<file path="src/rtl/tick_pkg.sv">
// rtl/tick_pkg.sv - shared state type and default sizing for the tick scheduler
package tick_pkg;

  typedef enum logic [1:0] {
    IDLE  = 2'd0,
    RUN   = 2'd1,
    PAUSE = 2'd2
  } state_t;

  localparam int DIV_DEFAULT    = 25000000;
  localparam int NUM_CH_DEFAULT = 4;
  localparam int CH_W_DEFAULT   = 2;
  localparam int PER_W_DEFAULT  = 8;
  localparam int PRE_W_DEFAULT  = 25;

endpackage

</file>
<file path="src/rtl/tick_channel.sv">
// rtl/tick_channel.sv - one periodic/one-shot channel counting base ticks
module tick_channel #(
  parameter int PER_W = 8
) (
  input  logic             clk,
  input  logic             rst_n,
  input  logic             clr,
  input  logic             cfg_we,
  input  logic [PER_W-1:0] cfg_period,
  input  logic             cfg_oneshot,
  input  logic             cfg_en,
  input  logic             tick_pulse,
  output logic             ch_tick,
  output logic             ch_active
);

  logic [PER_W-1:0] period;
  logic [PER_W-1:0] cnt;
  logic             oneshot;

  always_ff @(posedge clk or negedge rst_n) begin
    if (!rst_n) begin
      period    <= '0;
      cnt       <= '0;
      oneshot   <= 1'b0;
      ch_tick   <= 1'b0;
      ch_active <= 1'b0;
    end else begin
      ch_tick <= 1'b0;
      if (clr) begin
        cnt <= '0;
      end else if (cfg_we) begin
        period    <= cfg_period;
        oneshot   <= cfg_oneshot;
        cnt       <= '0;
        ch_active <= cfg_en && (cfg_period != '0);
      end else if (tick_pulse && ch_active) begin
        // cnt runs 0..period-1, firing on the last base tick of each period
        if (cnt == period - PER_W'(1)) begin
          cnt     <= '0;
          ch_tick <= 1'b1;
          if (oneshot) ch_active <= 1'b0;
        end else begin
          cnt <= cnt + PER_W'(1);
        end
      end
    end
  end

endmodule

</file>
<file path="src/rtl/tick_scheduler.sv">
// rtl/tick_scheduler.sv - prescaler, run/pause FSM, square wave and channel bank
module tick_scheduler
  import tick_pkg::*;
#(
  parameter int NUM_CH = NUM_CH_DEFAULT,
  parameter int CH_W   = CH_W_DEFAULT,
  parameter int PER_W  = PER_W_DEFAULT,
  parameter int DIV    = DIV_DEFAULT,
  parameter int PRE_W  = PRE_W_DEFAULT
) (
  input  logic              clk,
  input  logic              rst_n,
  input  logic              run,
  input  logic              clr,
  input  logic              cfg_valid,
  output logic              cfg_ready,
  input  logic [CH_W-1:0]   cfg_ch,
  input  logic [PER_W-1:0]  cfg_period,
  input  logic              cfg_oneshot,
  input  logic              cfg_en,
  output logic              base_tick,
  output logic [NUM_CH-1:0] ch_tick,
  output logic [NUM_CH-1:0] ch_active,
  output logic              sq_out
);

  localparam logic [PRE_W-1:0] PRE_LAST = PRE_W'(DIV - 1);

  state_t           state;
  logic [PRE_W-1:0] pre_cnt;
  logic             tick_pulse;
  logic             cfg_acc;

  assign tick_pulse = (state == RUN) && (pre_cnt == PRE_LAST);
  // Holding off config during tick_pulse keeps channel writes and counts disjoint
  assign cfg_ready  = ~clr & ~tick_pulse;
  assign cfg_acc    = cfg_valid & cfg_ready;

  always_ff @(posedge clk or negedge rst_n) begin
    if (!rst_n) begin
      state     <= IDLE;
      pre_cnt   <= '0;
      base_tick <= 1'b0;
      sq_out    <= 1'b0;
    end else if (clr) begin
      state     <= IDLE;
      pre_cnt   <= '0;
      base_tick <= 1'b0;
      sq_out    <= 1'b0;
    end else begin
      base_tick <= tick_pulse;
      if (tick_pulse) sq_out <= ~sq_out;
      case (state)
        IDLE: begin
          pre_cnt <= '0;
          if (run) state <= RUN;
        end
        RUN: begin
          pre_cnt <= tick_pulse ? '0 : pre_cnt + PRE_W'(1);
          if (!run) state <= PAUSE;
        end
        PAUSE: begin
          if (run) state <= RUN;
        end
        default: state <= IDLE;
      endcase
    end
  end

  for (genvar i = 0; i < NUM_CH; i++) begin : g_ch
    localparam logic [CH_W-1:0] CH_ID = CH_W'(i);

    tick_channel #(
      .PER_W(PER_W)
    ) u_ch (
      .clk        (clk),
      .rst_n      (rst_n),
      .clr        (clr),
      .cfg_we     (cfg_acc && (cfg_ch == CH_ID)),
      .cfg_period (cfg_period),
      .cfg_oneshot(cfg_oneshot),
      .cfg_en     (cfg_en),
      .tick_pulse (tick_pulse),
      .ch_tick    (ch_tick[i]),
      .ch_active  (ch_active[i])
    );
  end

endmodule

</file>
<file path="config.mk">
export PLATFORM = sky130hd
export DESIGN_NAME = tick_scheduler
export DESIGN_NICKNAME = d
export VERILOG_FILES = /design/src/rtl/tick_pkg.sv /design/src/rtl/tick_channel.sv /design/src/rtl/tick_scheduler.sv
export SDC_FILE = /design/constraint.sdc
export NUM_CORES = 1
export LEC_CHECK = 0
export BUFFER_PORTS_ARGS = -buffer_cell sky130_fd_sc_hd__clkbuf_2
export CAP_MARGIN = 20
export CORE_MARGIN = 10
export CORE_UTILIZATION = 50
export CTS_BUF_LIST = sky130_fd_sc_hd__clkbuf_4 sky130_fd_sc_hd__clkbuf_8
export DETAILED_ROUTE_END_ITERATION = 10
export PLACE_DENSITY_LB_ADDON = 0.1
export SLEW_MARGIN = 15
export SYNTH_ARGS = -nofsm -noshare
export SYNTH_HDL_FRONTEND = slang
export SYNTH_SLANG_ARGS = --single-unit
</file>
<file path="constraint.sdc">
create_clock -name clk -period 3.2 [get_ports clk]
set_clock_uncertainty 0.15 [all_clocks]
set_input_delay 0.48 -clock clk [delete_from_list [all_inputs] [get_ports clk]]
set_output_delay 0.48 -clock clk [all_outputs]
set_load 0.01 [all_outputs]
</file>
==> results.tsv <==
stage	metric	value	unit
sta	final setup fails	0	
sta	Slew Limit Headroom	46.53	%
placement	Final HPWL DP	10450	microns
critical_path	Reg-to-Reg End	g_ch[2].u_ch.cnt[1]	
clocking	CTS tree	done	
pwr	Static Leak	2.683	nW
sta	crit share post-route	93.57	%
sta	final hold vios	0	
pwr	Cell Pwr Density	432.3	nW/um^2
clocking	root buffer cell	clkbuf_8	
synth	synth warn	0	
sta	total negative slack	0	ns
synth	Mapped Nets	673	
grt	first-pass GRT wire length	24670	microns
clocking	clk buf depth	2	
floorplanning	Die ar.	17260	sq um
critical_path	CP Max Fanout	5	
critical_path	Crit Path Class	flip-flop to output port	
pwr	worst vdd ir	0.2240	mV
final_layout	ANT cells	0	
critical_path	crit-path leading delay family	simple AND/OR/NAND/NOR gates	
critical_path	Worst Setup Start Kind	flip-flop	
final_layout	Final nets	695	
detailed_routing	Via Count	4968	
outcome	status	finished, final reports clean	
clocking	TritonCTS Sinks	105	
detailed_routing	wire length per cell	17.19	microns
critical_path	CP startpoint	pre_cnt[0]	
clocking	latest clock arrival within the worst-skew pair	0.38	ns
critical_path	Critical Path, Cell by Cell	ha_1 > and4_1 > nand2_1 > nor4_4 > buf_4 > nor2_1 > clkbuf_2	
grt	initial antenna violation count	0	
detailed_routing	Initial DRC Count	324	
floorplanning	IO Pins	28	
grt	largest net degree at the start of global routing	52	
critical_path	r2r setup slk	0.28	ns
synth	Top FF cell, synth	dfrtp_1	
synth	async set or reset register ratio after synthesis	100.0	%
critical_path	FF-to-FF path depth	8	
critical_path	Crit Reg-Reg Startpoint	g_ch[2].u_ch.period[0]	
grt	grt total ovfl	0	
floorplanning	Initial Util	51.41	%
critical_path	Worst Setup End Kind	output port	
floorplanning	core area	12060	sq um
worst_hold_path	worst min path class	primary input to flip-flop	
detailed_routing	DRC Markers	0	
sta	actual slew at the worst max-slew pin	0.7947	ns
final_layout	Final Util	55.47	%
grt	vias in the first global route	4943	
sta	RSZ-0062 raised after global routing	no	
floorplanning	die span in y	131.4	microns
detailed_routing	first drt pass iteration count	4	
critical_path	worst path bufs/invs	2	
detailed_routing	Antenna Violating Nets Remaining	0	
grt	GRT Overall Usage	16.89	%
critical_path	Worst path max stage delay	0.44	ns
placement	PortBufs	27	
floorplanning	Core Rows	40	
clocking	H-Tree Level Count	3	
synth	Post-Syn Area	6201	sq um
synth	Netlist cell types	67	
run	Max Cap Viol	0	
clocking	clk slew on worst S/H paths	0.10	ns
placement	routability congestion estimate	0.8763	
floorplanning	Die W	131.4	microns
final_layout	share of layout cells above drive strength 1	16.32	%
sta	Final Max Tran Viols	0	
synth	syn avg cell area	9.584	sq um
final_layout	Area Growth Syn to Fin	7.889	%
clocking	TritonCTS Buffers	9	
worst_hold_path	Min-Delay Endpoint	state[1]	
synth	sequential area share after synthesis	42.37	%
synth	Post-synth EDFFs	0	
detailed_routing	Post-Route WL	14470	microns
clocking	# Post-CTS Setup Buffers	0	
worst_hold_path	worst hold start	run	
worst_hold_path	WHS Path Cells	2	
critical_path	WP data arrival	2.36	ns
critical_path	WP data required	2.57	ns
detailed_routing	via density per instance	5.900	
sta	post-layout min period	2.994	ns
synth	Yosys reg bits	105	
critical_path	Crit-path slowest cell	nor4_4	
synth	Cells after Synth	647	
sta	Highest Clock Rate	334.0	MHz
-- stage by stage --
step | power, mW | cells | setup slack, ns | hold WS, ns | instance area (sq um)
global placement | 2.129 | 825 | 0.3925 | 0.3399 | 6505
CTS | 2.921 | 842 | 0.1724 | 0.1039 | 6690
global route | 3.052 | 842 | 0.01500 | 0.1088 | 6690
floorplan | 1.983 | 647 | 0.5395 | 0.03441 | 6201
detailed placement | 2.154 | 825 | 0.2958 | 0.3492 | 6505
finish | 2.892 | 842 | 0.2059 | 0.1193 | 6690
-- kinds of logic after synthesis --
family	count (synthesis)	synth area share [%]
flip-flops	105	42.37
XOR/XNOR	38	5.367
adder cells (fa/ha/maj)	9	1.816
multiplexers	27	4.903
AO/OA/AOI/OAI	167	19.53
AND/OR/NAND/NOR	241	21.75
buffers and inverters	60	4.257
-- power by group --
part	internal [mW]	switching, mW	leakage, nW
Clock	0.293	0.470	0.0783
Sequential	1.43	0.137	1.38
Combinational	0.271	0.292	1.23
-- metal layers --
| layer | routed length, microns | track usage, % | up-vias |
|---|---|---|---|
| li1 | - | - | 2433 |
| met3 | 440 | 2.934 | 13 |
| met4 | 195 | 5.439 | 0 |
| met5 | 0 | 0 | - |
| met1 | 6617 | 21.00 | 2447 |
| met2 | 7220 | 29.05 | 75 |
-- final cells by class --
| class | count | area [sq um] |
|---|---|---|
| clock inverter | 6 | 43.79 |
| timing repair buffer | 42 | 252.7 |
| multi-input combinational | 482 | 3316 |
| inverter | 29 | 108.9 |
| clock buffer | 10 | 131.4 |
| sequential | 105 | 2628 |
| tap | 168 | 210.2 |
| fill | 1082 | 5371 |
-- synth_stat cells (3+ instances only) --
cell type  count  area [sq um]
dfrtp_1      105          2628
nand2_1       53         198.9
o21ai_0       41         205.2
nor2_1        33         123.9
inv_1         29         108.9
o31ai_1       28         210.2
mux2_2        27         304.0
and2_1        24         150.1
xnor2_1       23         201.4
nand3_1       21         105.1
a32oi_1       20         175.2
nand4_1       16         100.1
xor2_1        15         131.4
clkbuf_1      14         52.55
nor3_1        13         65.06
a21oi_1       12         60.06
nand2b_1      11         68.82
nor2b_1       11         68.82
ha_1           9         112.6
nor4_1         9         56.30
or2_2          9         56.30
a21o_1         8         60.06
buf_4          8         60.06
a22oi_1        7         52.55
a31oi_1        7         43.79
buf_2          7         35.03
a211o_1        6         52.55
and4_1         6         52.55
a211oi_1       5         37.54
and3_1         5         31.28
o21a_1         5         37.54
or3_1          5         31.28
a2111oi_0      3         26.28
and3b_1        3         26.28
o2111ai_1      3         26.28
o31a_1         3         26.28
or4_1          3         22.52
-- state kept, by name (all words and copies together) (netlist names) --
signal	count
g_ch.u_ch.cnt	32
g_ch.u_ch.period	32
pre_cnt	25
g_ch.u_ch.ch_active	4
g_ch.u_ch.ch_tick	4
g_ch.u_ch.oneshot	4
state	2
base_tick	1
sq_out	1
-- repair_timing --
action                                 4_1_cts  5_1_grt
endpoints found under the hold margin        5        0
hold buffers                                 1        0
setup endpoints to repair                    0        0
gates resized for setup                      0        0
-- worst max-delay path by stage --
stage | depth (start not counted) | end
after detailed placement | 8 | g_ch[0].u_ch.cnt[7]
after global placement | 8 | g_ch[2].u_ch.cnt[5]
after global routing | 8 | g_ch[0].u_ch.cnt[7]
after floorplan | 9 | g_ch[2].u_ch.cnt[5]
final | 7 | cfg_ready
after CTS | 7 | cfg_ready
-- cells in the final DEF, fill, tap and decap left out, types with 3 or more instances in the layout --
cell type | netlist | layout
dfrtp_1 | 105 | 105
and2_1 | 24 | 24
nor4_1 | 9 | 9
o21ai_0 | 41 | 41
nor3_1 | 13 | 13
nand3_1 | 21 | 21
a211oi_1 | 5 | 5
clkinvlp_4 | 0 | 4
a21oi_1 | 12 | 12
nand2_1 | 53 | 53
clkbuf_2 | 0 | 26
nand4_1 | 16 | 16
nand2b_1 | 11 | 11
a211o_1 | 6 | 6
or4_1 | 3 | 3
a31oi_1 | 7 | 7
and3b_1 | 3 | 3
o31ai_1 | 28 | 28
or3_1 | 5 | 5
or2_2 | 9 | 9
and3_1 | 5 | 5
o21a_1 | 5 | 5
a2111oi_0 | 3 | 3
clkbuf_8 | 0 | 9
nor2_1 | 33 | 33
a22oi_1 | 7 | 7
buf_4 | 8 | 15
a32oi_1 | 20 | 20
xor2_1 | 15 | 15
nor2b_1 | 11 | 11
ha_1 | 9 | 9
o2111ai_1 | 3 | 3
xnor2_1 | 23 | 23
a21o_1 | 8 | 8
inv_1 | 29 | 29
mux2_2 | 27 | 27
o31a_1 | 3 | 3
and4_1 | 6 | 6
No activity file was read; power rests on OpenSTA's default activity.
